===== config.mk =====
export PLATFORM = sky130hd
export DESIGN_NAME = serial_adder_ctrl
export DESIGN_NICKNAME = d
export VERILOG_FILES = /design/src/rtl/serial_adder_ctrl.sv
export SDC_FILE = /design/constraint.sdc
export NUM_CORES = 1
export LEC_CHECK = 0
export ABC_CLOCK_PERIOD_IN_PS = 2200
export BUFFER_PORTS_ARGS = -buffer_cell sky130_fd_sc_hd__clkbuf_2
export CAP_MARGIN = 20
export CORE_ASPECT_RATIO = 1.5
export CORE_MARGIN = 5
export CORE_UTILIZATION = 54
export DETAILED_ROUTE_END_ITERATION = 12
export GPL_ROUTABILITY_DRIVEN = 1
export HOLD_SLACK_MARGIN = 0.15
export PLACE_DENSITY_LB_ADDON = 0.15
export SLEW_MARGIN = 10
export SYNTH_ARGS = -nofsm -noshare
export SYNTH_HDL_FRONTEND = slang
export SYNTH_SLANG_ARGS = --single-unit

===== constraint.sdc =====
create_clock -name clk -period 2.2 [get_ports clk]
set_clock_uncertainty 0.2 [all_clocks]
set_input_delay 0.44 -clock clk [delete_from_list [all_inputs] [get_ports clk]]
set_output_delay 0.44 -clock clk [all_outputs]
set_load 0.01 [all_outputs]

===== src/rtl/serial_adder_ctrl.sv =====
// serial_adder_ctrl: bit-serial WIDTH-bit adder that reuses a single 1-bit full adder.
// Operands are captured on an accepted start and added LSB first, one bit per clock.
// The result, carry-out and signed overflow are held from done until the next accepted start.
// Optional feature macro: SERIAL_ADDER_SUB_EN (adds a `sub` input for a-b).
// Ports:
//   clk       rising-edge clock
//   reset_n   asynchronous active-low reset
//   start     request, sampled only when not busy
//   a, b      WIDTH-bit operands captured with start
//   cin       initial carry-in captured with start
//   sub       (SERIAL_ADDER_SUB_EN only) 1 = subtract b from a
//   busy      high while bits are being processed
//   done      one-cycle result-valid pulse
//   sum       WIDTH-bit result
//   cout      final carry-out (for subtract: 1 = no borrow)
//   overflow  signed overflow (carry into MSB xor carry out of MSB)
module serial_adder_ctrl #(
   parameter int unsigned WIDTH = 8
) (
   input  logic             clk,
   input  logic             reset_n,
   input  logic             start,
   input  logic [WIDTH-1:0] a,
   input  logic [WIDTH-1:0] b,
   input  logic             cin,
`ifdef SERIAL_ADDER_SUB_EN
   input  logic             sub,
`endif
   output logic             busy,
   output logic             done,
   output logic [WIDTH-1:0] sum,
   output logic             cout,
   output logic             overflow
);

   localparam int unsigned CNT_W = $clog2(WIDTH + 1);
   localparam logic [CNT_W-1:0] CNT_LAST = CNT_W'(WIDTH - 1);

   typedef enum logic [1:0] {S_IDLE, S_RUN, S_DONE} state_e;

   state_e           state_q, state_d;
   logic [WIDTH-1:0] a_sh_q, a_sh_d;
   logic [WIDTH-1:0] b_sh_q, b_sh_d;
   logic [WIDTH-1:0] res_q, res_d;
   logic [WIDTH-1:0] sum_q, sum_d;
   logic [CNT_W-1:0] cnt_q, cnt_d;
   logic             carry_q, carry_d;
   logic             cout_q, cout_d;
   logic             ovf_q, ovf_d;
   logic             busy_q, busy_d;
   logic             done_q, done_d;
   logic             load;
   logic             fa_x, fa_s, fa_co;

   // Shared 1-bit structural full adder
   assign fa_x  = a_sh_q[0] ^ b_sh_q[0];
   assign fa_s  = fa_x ^ carry_q;
   assign fa_co = (a_sh_q[0] & b_sh_q[0]) | (carry_q & fa_x);

   // Next-state and datapath control
   always_comb begin
      state_d = state_q;
      a_sh_d  = a_sh_q;
      b_sh_d  = b_sh_q;
      res_d   = res_q;
      sum_d   = sum_q;
      cnt_d   = cnt_q;
      carry_d = carry_q;
      cout_d  = cout_q;
      ovf_d   = ovf_q;
      busy_d  = 1'b0;
      done_d  = 1'b0;
      load    = 1'b0;

      case (state_q)
         S_IDLE: begin
            if (start) load = 1'b1;
         end
         S_RUN: begin
            res_d            = res_q >> 1;
            res_d[WIDTH-1]   = fa_s;
            a_sh_d           = a_sh_q >> 1;
            b_sh_d           = b_sh_q >> 1;
            carry_d          = fa_co;
            cnt_d            = cnt_q + CNT_W'(1);
            if (cnt_q == CNT_LAST) begin
               // carry_q is the carry into the MSB on this final bit
               sum_d   = res_d;
               cout_d  = fa_co;
               ovf_d   = carry_q ^ fa_co;
               done_d  = 1'b1;
               state_d = S_DONE;
            end else begin
               busy_d = 1'b1;
            end
         end
         S_DONE: begin
            if (start) load = 1'b1;
            else       state_d = S_IDLE;
         end
         default: state_d = S_IDLE;
      endcase

      if (load) begin
         a_sh_d  = a;
`ifdef SERIAL_ADDER_SUB_EN
         b_sh_d  = sub ? ~b : b;
         carry_d = sub ? 1'b1 : cin;
`else
         b_sh_d  = b;
         carry_d = cin;
`endif
         cnt_d   = '0;
         busy_d  = 1'b1;
         state_d = S_RUN;
      end
   end

   // State and datapath registers
   always_ff @(posedge clk or negedge reset_n) begin
      if (!reset_n) begin
         state_q <= S_IDLE;
         a_sh_q  <= '0;
         b_sh_q  <= '0;
         res_q   <= '0;
         sum_q   <= '0;
         cnt_q   <= '0;
         carry_q <= 1'b0;
         cout_q  <= 1'b0;
         ovf_q   <= 1'b0;
         busy_q  <= 1'b0;
         done_q  <= 1'b0;
      end else begin
         state_q <= state_d;
         a_sh_q  <= a_sh_d;
         b_sh_q  <= b_sh_d;
         res_q   <= res_d;
         sum_q   <= sum_d;
         cnt_q   <= cnt_d;
         carry_q <= carry_d;
         cout_q  <= cout_d;
         ovf_q   <= ovf_d;
         busy_q  <= busy_d;
         done_q  <= done_d;
      end
   end

   assign busy     = busy_q;
   assign done     = done_q;
   assign sum      = sum_q;
   assign cout     = cout_q;
   assign overflow = ovf_q;

endmodule


==> results by stage, run 1 <==
Clock network:
- The H-tree generated during clock tree synthesis spans 2 levels.
- The number of gates given a new drive strength after cts is 0.
- In this run the post-CTS setup repair buffer count came out at 0.
- The clock buffer count from CTS is 5.
- Buffers inserted to repair hold after CTS numbered 1.
- The source-to-sink clock delay at the later pin of the worst-skew pair is 0.29 ns.
- Clock-pin slew was measured on the worst setup and hold paths at 0.07 ns.
- The clock net in this run drives a total of 42 sinks.
- The cell at the root of the clock tree is sky130_fd_sc_hd__clkbuf_8.
- Counting along the longest clock path gives a buffer depth of 2.
- The clock tree from TritonCTS is yes.

Worst setup path:
- Along the worst path, the maximum fanout reaches 11.
- The launching point of the worst reg2reg path is cnt_q[0].
- For this design, the slowest cell found on the critical path is sky130_fd_sc_hd__nor3_4.
- The launching instance or port of the critical path is cnt_q[0].
- The endpoint class of the critical path is a flip-flop.
- The signal on the critical path passes through ha_1 -> nand2_1 -> nor3_4 -> mux2_2.
- The critical path data required time is around 2.2 ns.
- The worst setup path is launched from a flip-flop.
- The critical path's largest stage delay is 0.42 ns.
- The critical path arrival is between 1.5 and 2 ns.
- The critical path class is flip-flop to flip-flop.

Detailed routing:
- In the final routed layout, each cell accounts on average for about 14 um.
- Wires add up to 3210 um.
- The number of DRC markers in iteration 0 is 28.
- The number of iterations in the first detailed-routing pass is 4.
- In the routed layout, each cell is associated on average with a via count of 5.41.
- Once detail routing completed, the nets flagged for antenna violations numbered 0.
- The routed layout has about 1200 vias.
- The number of DRC violations after detailed routing is 0.

Die:
- The placeable core region is about 3100 um^2.
- The initial utilization of the core area, before any placement, comes to 0.558.
- The I/O pin count is 32.
- The die outline area is 4490 um^2.
- The standard-cell row count is 25.
- The die outline height is 79.6 um.
- The die is 56.4 um wide.

STA:
- The worst slack on hold paths is ~0.16 ns.
- The final number of max-transition violations is 0.
- The relative slew slack is 0.552.
- For this run, the top clock speed supported by timing is 0.539 GHz.
- The hold violation total from the final report is 0.
- At the pin with the least slew margin, the transition time is 0.673 ns.
- The final worst-path cycle share is 0.843.
- Setup repair after global routing left no endpoint under its margin.
- The setup TNS is 0 ns.
- The setup-violating endpoint count in the final report is 0.
- The smallest clock period supported by the final layout is computed as between 1.5 and 2 ns.

Final layout:
- With fillers left out, the area of the finished cells amounts to about 2000 um^2.
- The most common cell after layout, fill and taps aside is sky130_fd_sc_hd__dfrtp_1.
- The layout net count is 209.
- The total inserted antenna cells is 0.
- The number of cells in the finished layout apart from fillers is around 230.
- The library cells used most frequently in the layout, excluding fill and tap cells, are sky130_fd_sc_hd__dfrtp_1, sky130_fd_sc_hd__nand2_1, sky130_fd_sc_hd__clkbuf_2.
- Of the cells placed in the final design, the portion with a size suffix greater than 1 is 0.283.
- The area growth from synthesis to layout is 15.1%.
- At the end of the flow the core is filled with cells to 0.642.
- The number of fill cells in the layout is 289.

Placed design:
- The last weighted congestion value of the routability-driven placer is between 0.7 and 0.8.
- Counting tap cells, the placed design contains a total of between 200 and 250 instances.
- The half-perimeter wire length after placement is about 2300 um.
- Summing all placed instances gives a cell area of ~1900 um^2.
- The count of buffers added on input and output ports is 31.

Power and ir drop:
- The relative contribution of the clock network to total power is 0.158.
- Of the total power, registers draw 0.464.
- The internal power is roughly 1.8 mW.
- IR analysis of the VDD net gives a maximum drop of around 0.00078 V.
- In this run the power density over the cells is between 1000 and 1500 nW/um^2.
- The reported leakage power is between 1 and 1.5 nW.
- The switching share of power is 0.366.
- Of the total power, combinational logic draws 0.378.
- For this design the total switching power over the nets is 1.05 mW.

Global route:
- In the global route stage, met1 resource usage came out at 0.192.
- The via count of the first global-routing pass was between 1000 and 1500.
- The total track usage is 0.165.
- The layer carrying the most global-route usage is met2.
- The global-route wire length before repair is 5660 um.
- The met3 track utilization from global routing is 0.0550.
- Summed over all layers, the global routing overflow is 0.
- The number of antenna violations at the first check in global routing was 0.
- Entering global routing, the biggest net connects 43 pins.
- For this run, global-route usage on met2 was measured as 0.271.

Outcome:
- The flow ran to the end, and the final reports show no timing, DRC or antenna violations.

Synth:
- In this run the cell area of the synthesized design comes to about 1700 um^2.
- The mean area per synthesized cell is 11.3 um^2.
- For this run, the register share of the synthesized area comes to 0.602.
- Yosys printed 0 warnings.
- The flip-flop and latch count after synthesis is 42.
- Synthesis produced a netlist whose cell count is roughly 150.
- After synthesis, the netlist uses 22 different library cells.
- The number of nets handed over by synthesis was roughly 180.

Hold path:
- The worst hold path class is input pin to flip-flop.
- In this run the most critical hold path is launched from a[5].

Run:
- Across the run, the number of max-cap violations was 0.
-- cells in the mapped netlist, drive strengths merged --
cell type / number / share of area
and2b: 1 / 0.0043
fa: 1 / 0.011
nand3: 15 / 0.043
xor2: 1 / 0.0050
mux2: 11 / 0.071
xnor2: 1 / 0.0050
nor3: 2 / 0.012
nand4: 1 / 0.0036
nand2: 41 / 0.088
clkbuf: 1 / 0.0021
ha: 1 / 0.0072
mux2i: 2 / 0.011
a22oi: 15 / 0.065
a22o: 3 / 0.015
nand2b: 2 / 0.0072
nor2: 2 / 0.0043
buf: 10 / 0.036
dfrtp: 42 / 0.60
nor2b: 1 / 0.0036
o21ai: 1 / 0.0029
-- area by class of cell --
type                            count  area, um^2  share of cell area
Sequential cell                    42        1050               0.523
Timing Repair Buffer               37         203               0.101
Tap cell                           40        50.0              0.0249
Clock buffer                        7        76.3              0.0380
Multi-Input combinational cell    101         628               0.313
-- final timing paths --
kind	slack (ns)	cells after the start	end
worst max-delay path	0.35	4	cout
worst min-delay path	0.16	3	a_sh_q[5]
max in group asynchronous	0.89	3	done
worst max register to register	0.35	4	cout
min in group asynchronous	0.54	3	state_q[1]
worst min register to register	0.28	2	res_q[1]
-- cell families (layout without fill, tap and decap cells) --
group                      count (synthesis)  after routing  share of synthesized area
AOI/OAI and AO/OA                         19             19                     0.0824
xor gates and xnor gates                   2              2                     0.0100
adders and majority gates                  2              2                     0.0186
buffers and inverters                     11             44                     0.0380
DFF                                       42             42                      0.602
muxes                                     13             13                     0.0824
and+or+nand+nor                           65             65                      0.166
-- registers in the layout, indices dropped and copies added, names as in the netlist --
name	count
state_q	2
busy	1
res_q	7
cnt_q	4
cout	1
sum	8
done	1
carry_q	1
overflow	1
a_sh_q	8
b_sh_q	8
-- power by group through the flow --
stage / logic, mW / clock network (mW) / registers [mW]
finish: 1.09 / 0.453 / 1.33
global route: 1.23 / 0.504 / 1.39
CTS: 1.11 / 0.471 / 1.34
detailed placement: 1.10 / 0 / 1.36
global placement: 1.05 / 0 / 1.33
floorplan: 0.797 / 0 / 1.35
-- routing by layer --
layer  vias up  part of all wire
li1        586                 -
met1       606              0.41
met2        30              0.51
met3         7             0.057
met4         0             0.019
met5         -                 0
-- metrics by stage --
stage | worst slack, ns | total power [mW]
after floorplan | 0.610 | 2.14
after global placement | 0.422 | 2.38
after detailed placement | 0.341 | 2.46
after CTS | 0.321 | 2.92
after global routing | 0.249 | 3.13
final | 0.346 | 2.87
-- critical path, delay by kind of cell, from the launching register on --
kind,cells,cell delay (ns)
fa+ha+maj,1,0.20
simple gates,2,0.54
mux,1,0.40
flops,1,0.40
Power figures use the tool's default switching activity.
==> run 2, diff against run 1 <==
ABC_AREA = 1   (was unset)
ABC_CLOCK_PERIOD_IN_PS = 1600   (was 2200)
CORE_UTILIZATION = 49   (was 54)
clock period = 1.6 ns   (was 2.2 ns; I/O delays follow)
==> run 2 against run 1 <==
  * Synthesized area is 4.7% higher
  * Routed wire length is 10% higher
  * Fmax is 24% higher
  * Hold slack better by 0.080 ns
  * Critical path depth is 3 higher
  * Sequential share of layout area is 6.7 points lower
  * Global-route usage is 0.95 points lower
  * Synthesized cell count is 23% higher
  * Setup slack worse by 0.25 ns
  * Sequential cell count stayed put
  * Final area is 15% higher
  * Core utilization is 1.1 points lower
  * Highest routed layer unchanged
==> results by stage, run 2 <==
Power and ir drop:
- The fraction of power consumed by combinational cells is 0.404 (+0.026).
- The relative contribution of the clock network to total power came to 0.168 (+0.010).
- The overall power after layout is 4.23 mW (+47%).
- The switching share of power is 0.388 (+0.0215).
- The proportion of power drawn by flip-flops and latches is 0.429 (-0.035).
- The power spent charging and discharging nets came to 1.64 mW (+56%).
- The maximum vdd ir drop is 0.00104 V (+33%).
- The cell area power density is 1840 nW/um^2 (+28%).
- The internal power is 2.59 mW (+42%).
- The reported leakage power is 1.15 nW (+11%).

Detailed routing:
- The post-detailed-route via-to-cell ratio was 4.99 (-7.8%).
- The detailed-route via count is 1423 (+16%).
- The detailed-route wire length is 3540 um (+10%).
- The number of DRC violations after detailed routing is 0 (unchanged).
- The number of DRC markers in iteration 0 is 49 (+75%).
- The average wire per standard cell is 12.4 um (-12%).
- The count of nets left with antenna violations after detail routing is 0 (unchanged).
- The number of iterations in the first detailed-routing pass is 4 (unchanged).

Worst setup path:
- The type of element launching the critical path is a flip-flop.
- The largest fanout of any net on the critical path came to 17 (+6).
- The critical path arrival is 1.49 ns (-0.34 ns).
- The endpoint class of the critical path is a flip-flop.
- The cell repeated most along the worst path is sky130_fd_sc_hd__nand2_2.
- Broken down by cell family, the worst path's largest delay share belongs to flip-flops.
- On the critical path, the stage with the largest delay is an instance of sky130_fd_sc_hd__dfrtp_1.
- The number of buffers and inverters on the critical path is 1 (+1).
- The critical path goes through ha_1 -> nand2_2 -> nor2_4 -> nand2_2 -> buf_12 -> nand2_1 -> o21ai_2.
- The critical path data required time is 1.59 ns (-0.58 ns).
- The critical path class is flip-flop to flip-flop.
- The critical path's largest stage delay is 0.39 ns (-0.03 ns).

Global route:
- The pin count of the biggest net entering global routing was 43 (unchanged).
- The via count of the first global-routing pass is 1448 (+17%).
- The number of antenna violations at the first check in global routing was 0 (unchanged).
- The residual overflow from global routing is 0 (unchanged).
- The global-route wire length before repair is 6030 um (+6.6%).
- The total track usage is 0.155 (-0.00947).

Outcome:
- The flow ran to the end, and the final reports show no timing, DRC or antenna violations.

STA:
- Setup repair after global routing left no endpoint under its margin.
- The smallest setup slack after layout came to 0.0998 ns (-0.247 ns).
- The shortest clock period the worst path allows after layout is 1.50 ns (-0.353 ns).
- The relative slew slack is 0.828 (+0.276).
- The actual transition at the worst max-transition pin is 0.258 ns (-0.415 ns).
- The final number of max-transition violations came to 0 (unchanged).
- The setup-violating endpoint count in the final report is 0 (unchanged).
- The maximum frequency from static timing analysis is 0.667 GHz (+24%).
- The final worst-path cycle share is 0.938 (+0.0951).
- The hold violation total from the final report is 0 (unchanged).
- The setup TNS came to 0 ns (unchanged).

Final layout:
- The most common cell after layout, fill and taps aside is sky130_fd_sc_hd__nand2_1.
- The layout net count is 263 (+26%).
- Leaving out fill and tap cells, the most frequent cells in the layout are sky130_fd_sc_hd__nand2_1, sky130_fd_sc_hd__dfrtp_1, sky130_fd_sc_hd__clkbuf_2.
- The fraction of final layout cells sized beyond drive strength 1 came to 0.264 (-0.0190).
- The final non-filler cell area is 2300 um^2 (+15%).
- The share of the core filled with cells in the final layout came to 0.631 (-0.0107).
- From synthesis to final layout, the design area changed by 26.1%.
- The total inserted antenna cells is 0 (unchanged).

Die:
- The die outline area came to 5070 um^2 (+13%).
- The I/O pin count is 32 (unchanged).
- The placeable core region was 3650 um^2 (+17%).
- The standard-cell row count is 27 (+8.0%).
- The die extent in x came to 59.9 um (+6.1%).
- The die outline height is 84.8 um (+6.5%).
- The initial core utilization is 0.501 (-0.0573).

Synth:
- The biggest area contributor in the post-synthesis netlist is sky130_fd_sc_hd__dfrtp_1.
- By count the netlist is led by sky130_fd_sc_hd__nand2_1, sky130_fd_sc_hd__dfrtp_1, sky130_fd_sc_hd__nand3_1.
- The synthesized instance count is 190 (+23%).
- The top cell type's share of synthesized area is 0.575 (-0.0268).
- The cell area after synthesis is 1830 um^2 (+4.7%).
- The portion of the post-synthesis area used by sequential elements is 0.575 (-0.0268).
- The number of flops mapped to enable cells by yosys is 0 (unchanged).
- The async set-or-reset flop fraction in the synthesized netlist is 1.00 (unchanged).
- The flip-flop and latch count after synthesis was 42 (unchanged).
- After synthesis, the cell types taking the most area are sky130_fd_sc_hd__dfrtp_1, sky130_fd_sc_hd__nand2_1, sky130_fd_sc_hd__nand3_1, sky130_fd_sc_hd__o21ai_2, sky130_fd_sc_hd__inv_1.
- The number of warnings printed during yosys synthesis is 0 (unchanged).
- The most used flip-flop cell after synthesis is sky130_fd_sc_hd__dfrtp_1.
- The unique cell type count in the Yosys netlist was 19 (-14%).
- The post-synthesis net count was 212 (+20%).
- Yosys instantiated no cell more often than sky130_fd_sc_hd__nand2_1.
- The mean area per synthesized cell came to 9.61 um^2 (-15%).

Placed design:
- The worst setup timing slack at the placement stage is 0.100 ns (-0.240 ns).
- The half-perimeter wire length after placement is 2410 um (+4.1%).
- The number of buffers inserted by port buffering is 31 (unchanged).
- The last weighted congestion value of the routability-driven placer was 0.775 (+8.3%).
- The post-detailed-placement cell area is 2030 um^2 (+5.5%).

Clock network:
- The register clock-pin slew on the reported worst setup and hold paths is 0.08 ns (about the same).
- TritonCTS built the clock tree.
- The maximum clock path buffer count is 2 (unchanged).
- The source-to-sink clock delay at the later pin of the worst-skew pair is 0.30 ns (about the same).
- In this run the clock root is driven by a sky130_fd_sc_hd__clkbuf_8.
- The number of clock sinks seen by CTS came to 42 (unchanged).
- The number of H-tree levels is 2 (unchanged).
- The number of buffers inserted to repair setup after CTS is 0 (unchanged).
- The clock buffer count from CTS came to 5 (unchanged).

Run:
- The count of maximum capacitance violations is 0 (unchanged).

Hold path:
- The path class of the tightest hold or removal check is input pin to flip-flop.
-- run 2: changes by cell type in the layout (fill, tap and decap cells not counted), sizes merged, moves of 7 or more --
| cell | delta |
|---|---|
| a22oi | -15 |
| o21ai | +18 |
| nand2 | +19 |
| inv | +17 |
| o211ai | +7 |
| dlygate4sd3 | +17 |
| mux2 | -11 |
| nand3 | +10 |
-- run 2: layout make-up --
cell class | instances | area, um^2
fill | 316 | 1350
inverter | 17 | 63.8
multi-input combinational | 121 | 629
tap | 43 | 53.8
timing repair buffer | 54 | 410
clock buffer | 6 | 82.6
sequential | 42 | 1050
clock inverter | 2 | 12.5
-- run 2: per-layer routing --
layer | global-route usage | wire (um) | vias to the layer above
li1 | - | - | 712
met1 | 0.170 | 1430 | 674
met2 | 0.270 | 1900 | 31
met3 | 0.0277 | 146 | 6
met4 | 0.0847 | 58 | 0
met5 | 0 | 0 | -
-- run 2: worst paths after layout --
check                         start        end  slack [ns]  cells after the start
min in group asynchronous   reset_n     sum[0]        0.34                      3
min                           start       busy        0.24                      3
max in group asynchronous   reset_n  a_sh_q[7]        0.67                      3
max reg2reg                cnt_q[0]     sum[5]         0.1                      7
min reg2reg                res_q[1]     sum[0]        0.28                      2
max                        cnt_q[0]     sum[5]         0.1                      7
-- run 2: cells by family (layout without fill, tap and decap cells) --
family | count (synthesis) | in the layout | synth area share
buffers and inverters | 27 | 79 | 0.0801
XOR/XNOR | 1 | 1 | 0.00480
AO/OA/AOI/OAI | 28 | 28 | 0.105
flip-flops | 42 | 42 | 0.575
adder cells (fa/ha/maj) | 2 | 2 | 0.0178
AND/OR/NAND/NOR | 90 | 90 | 0.217
-- run 2: metrics by stage --
stage	hold slack, ns	instances
3_3_place_gp	0.112	259
6_report	0.242	285
2_1_floorplan	-0.176	190
3_5_place_dp	0.114	259
4_1_cts	0.248	285
5_1_grt	0.302	285
-- run 2: power by group through the flow --
stage	clock network, mW	logic (mW)	registers, mW
2_1_floorplan	0	1.23	1.85
3_3_place_gp	0	1.64	1.82
3_5_place_dp	0	1.70	1.84
4_1_cts	0.729	1.74	1.82
5_1_grt	0.768	1.94	1.87
6_report	0.710	1.71	1.81
-- run 2: repair_timing --
item,in CTS,in global routing
hold endpoints to repair,59,0
hold buffers,18,0
gates resized for setup,0,0
-- run 2: worst register-to-register path: stages, from the launching register on --
cell	delay [ns]
sky130_fd_sc_hd__dfrtp_1	0.39
sky130_fd_sc_hd__ha_1	0.21
sky130_fd_sc_hd__nand2_2	0.09
sky130_fd_sc_hd__nor2_4	0.10
sky130_fd_sc_hd__nand2_2	0.11
sky130_fd_sc_hd__buf_12	0.18
sky130_fd_sc_hd__nand2_1	0.08
sky130_fd_sc_hd__o21ai_2	0.05
==> run 3, diff against run 2 <==
ABC_CLOCK_PERIOD_IN_PS = 1800   (was 1600)
CORE_UTILIZATION = 35   (was 49)
clock period = 1.8 ns   (was 1.6 ns; I/O delays follow)
==> run 3 against run 2 <==
  * Sequential cell count unchanged
  * Hold slack better by 0.041 ns
  * Critical path type unchanged
  * Sequential share of layout area down 0.44 points
  * Critical path depth unchanged
  * Register-to-register slack better by 0.18 ns
==> results by stage, run 3 (synthesis gave the netlist of run 2 again) <==
STA:
- The final number of max-transition violations is 0 (unchanged).
- The shortest clock period the worst path allows after layout was 1.52 ns (+0.0202 ns).
- The maximum frequency from static timing analysis is 0.658 GHz (-1.3%).
- The smallest setup slack after layout is 0.280 ns (+0.180 ns).
- The relative slew slack is 0.696 (-0.131).
- The hold violation total from the final report came to 0 (unchanged).
- The setup TNS is 0 ns (unchanged).
- Setup repair after global routing left no endpoint under its margin.
- The setup-violating endpoint count in the final report is 0 (unchanged).
- The actual transition at the worst max-transition pin is 0.456 ns (+0.198 ns).
- The final worst-path cycle share is 0.845 (-0.0930).

Clock network:
- The source-to-sink clock delay at the later pin of the worst-skew pair is 0.29 ns (about the same).
- The clock buffer count from CTS is 5 (unchanged).
- The number of clock sinks seen by CTS is 42 (unchanged).
- TritonCTS built the clock tree.
- The number of H-tree levels is 2 (unchanged).
- The cell at the root of the clock tree is sky130_fd_sc_hd__clkbuf_8.
- The register clock-pin slew on the reported worst setup and hold paths came to 0.08 ns (about the same).
- The maximum clock path buffer count is 2 (unchanged).

Placed design:
- The last weighted congestion value of the routability-driven placer is 0.706 (-8.9%).
- The worst setup timing slack at the placement stage is 0.296 ns (+0.195 ns).
- The number of buffers inserted by port buffering is 31 (unchanged).
- The half-perimeter wire length after placement was 2480 um (+3.0%).

Worst setup path:
- The critical path's largest stage delay was 0.40 ns (about the same).
- The number of buffers and inverters on the critical path was 1 (unchanged).
- The critical path goes through ha_1 -> nand2_2 -> nor2_4 -> nand2_2 -> buf_12 -> nand2_1 -> o21ai_2.
- The critical path class is flip-flop to flip-flop.
- The cell with the largest stage delay on the worst path is sky130_fd_sc_hd__dfrtp_1.
- The critical path arrival came to 1.50 ns (about the same).
- The critical path data required time was 1.78 ns (+0.19 ns).
- The type of element launching the critical path is a flip-flop.
- Broken down by cell family, the worst path's largest delay share belongs to flip-flops.
- The endpoint class of the critical path is a flip-flop.
- The cell repeated most along the worst path is sky130_fd_sc_hd__nand2_2.
- The largest fanout of any net on the critical path came to 15 (-2).

Die:
- The placeable core region is 5120 um^2 (+40%).
- The initial core utilization is 0.356 (-0.144).
- The die outline area is 6790 um^2 (+34%).
- The standard-cell row count is 32 (+19%).
- The die outline height came to 98.5 um (+16%).
- The I/O pin count came to 32 (unchanged).
- The die extent in x was 69.0 um (+15%).

Power and ir drop:
- The maximum vdd ir drop is 0.000693 V (-33%).
- The cell area power density is 1590 nW/um^2 (-13%).
- The reported leakage power is 1.16 nW (+0.17%).

Hold path:
- The tightest min-delay check is of the flip-flop to flip-flop type.

Final layout:
- The fraction of final layout cells sized beyond drive strength 1 is 0.263 (-0.00109).
- The layout overhead on the synthesized area is 27.3%.
- The library cell used most frequently in the layout, excluding fill and tap cells, is sky130_fd_sc_hd__nand2_1.
- Leaving out fill and tap cells, the most frequent cells in the layout are sky130_fd_sc_hd__nand2_1, sky130_fd_sc_hd__dfrtp_1, sky130_fd_sc_hd__clkbuf_2.
- The number of fill cells in the layout is 552 (+75%).
- The total inserted antenna cells is 0 (unchanged).
- The layout net count is 264 (+0.38%).

Global route:
- The pin count of the biggest net entering global routing came to 27 (-37%).
- The met1 layer usage reported by global route is 0.145 (-0.0256).
- The residual overflow from global routing is 0 (unchanged).
- The met2 track demand over resource came to 0.191 (-0.0785).
- The met3 track utilization from global routing is 0.0308 (+0.00309).
- The global-route wire length before repair is 6080 um (+0.80%).
- The via count of the first global-routing pass is 1362 (-5.9%).
- After global routing, the most crowded layer is met2.
- The number of antenna violations at the first check in global routing is 0 (unchanged).
- The total track usage was 0.117 (-0.0386).

Detailed routing:
- The number of DRC violations after detailed routing was 0 (unchanged).
- The detailed-route via count is 1392 (-2.2%).
- The number of iterations in the first detailed-routing pass is 4 (unchanged).
- The post-detailed-route via-to-cell ratio came to 4.48 (-10%).
- The number of DRC markers in iteration 0 is 79 (+61%).
- The detailed-route wire length is 3460 um (-2.2%).
- The count of nets left with antenna violations after detail routing is 0 (unchanged).
- The average wire per standard cell came to 11.1 um (-10%).

Outcome:
- The flow ran to the end, and the final reports show no timing, DRC or antenna violations.

Run:
- The count of maximum capacitance violations is 0 (unchanged).
==> run 3: per-layer routing <==
layer	part of all wire	wire length [um]
met2	0.49	1680
met1	0.45	1550
met5	0	0
met3	0.048	165
met4	0.015	53
==> run 3: worst register-to-register path, cell delays in order (launching register included) <==
cell                      delay (ns)
sky130_fd_sc_hd__dfrtp_1        0.40
sky130_fd_sc_hd__ha_1           0.19
sky130_fd_sc_hd__nand2_2        0.08
sky130_fd_sc_hd__nor2_4         0.10
sky130_fd_sc_hd__nand2_2        0.13
sky130_fd_sc_hd__buf_12         0.19
sky130_fd_sc_hd__nand2_1        0.07
sky130_fd_sc_hd__o21ai_2        0.05
==> run 3: through the flow <==
step	power (mW)	cells	instance area (um^2)	hold slack (ns)	util
after floorplan	2.74	190	1830	-0.136	-
after global placement	3.10	285	2050	0.139	0.401
after detailed placement	3.12	285	2050	0.132	0.401
after CTS	3.78	311	2330	0.287	0.454
after global routing	4.06	311	2330	0.305	0.454
final	3.70	311	2330	0.282	0.454
==> run 3: final timing paths <==
check | startpoint | endpoint | slack [ns] | cells past startpoint
worst min register to register | sum[5] | sum[5] | 0.28 | 2
worst min-delay path | sum[5] | sum[5] | 0.28 | 2
worst max register to register | cnt_q[0] | sum[4] | 0.28 | 7
worst max-delay path | cnt_q[0] | sum[4] | 0.28 | 7
min in group asynchronous | reset_n | done | 0.35 | 2
max in group asynchronous | reset_n | a_sh_q[0] | 0.57 | 3
==> run 3: report_power, final <==
part / internal, mW / switching [mW] / leakage (nW) / total, mW
logic: 0.608 / 0.865 / 0.578 / 1.47
clock network: 0.309 / 0.306 / 0.0482 / 0.616
registers: 1.37 / 0.242 / 0.530 / 1.61
==> run 3: area by class of cell <==
type | count | area [um^2] | area share
Clock buffer | 7 | 86.3 | 0.0371
Clock inverter | 1 | 5.00 | 0.00215
Inverter | 17 | 63.8 | 0.0274
Multi-Input combinational cell | 121 | 629 | 0.271
Sequential cell | 42 | 1050 | 0.452
Tap cell | 68 | 85.1 | 0.0366
Timing Repair Buffer | 55 | 405 | 0.174
==> run 3: repair_timing <==
action,4_1_cts,5_1_grt
resized for setup,0,0
hold endpoints to repair,33,0
setup buffers,0,0
hold buffers,18,0
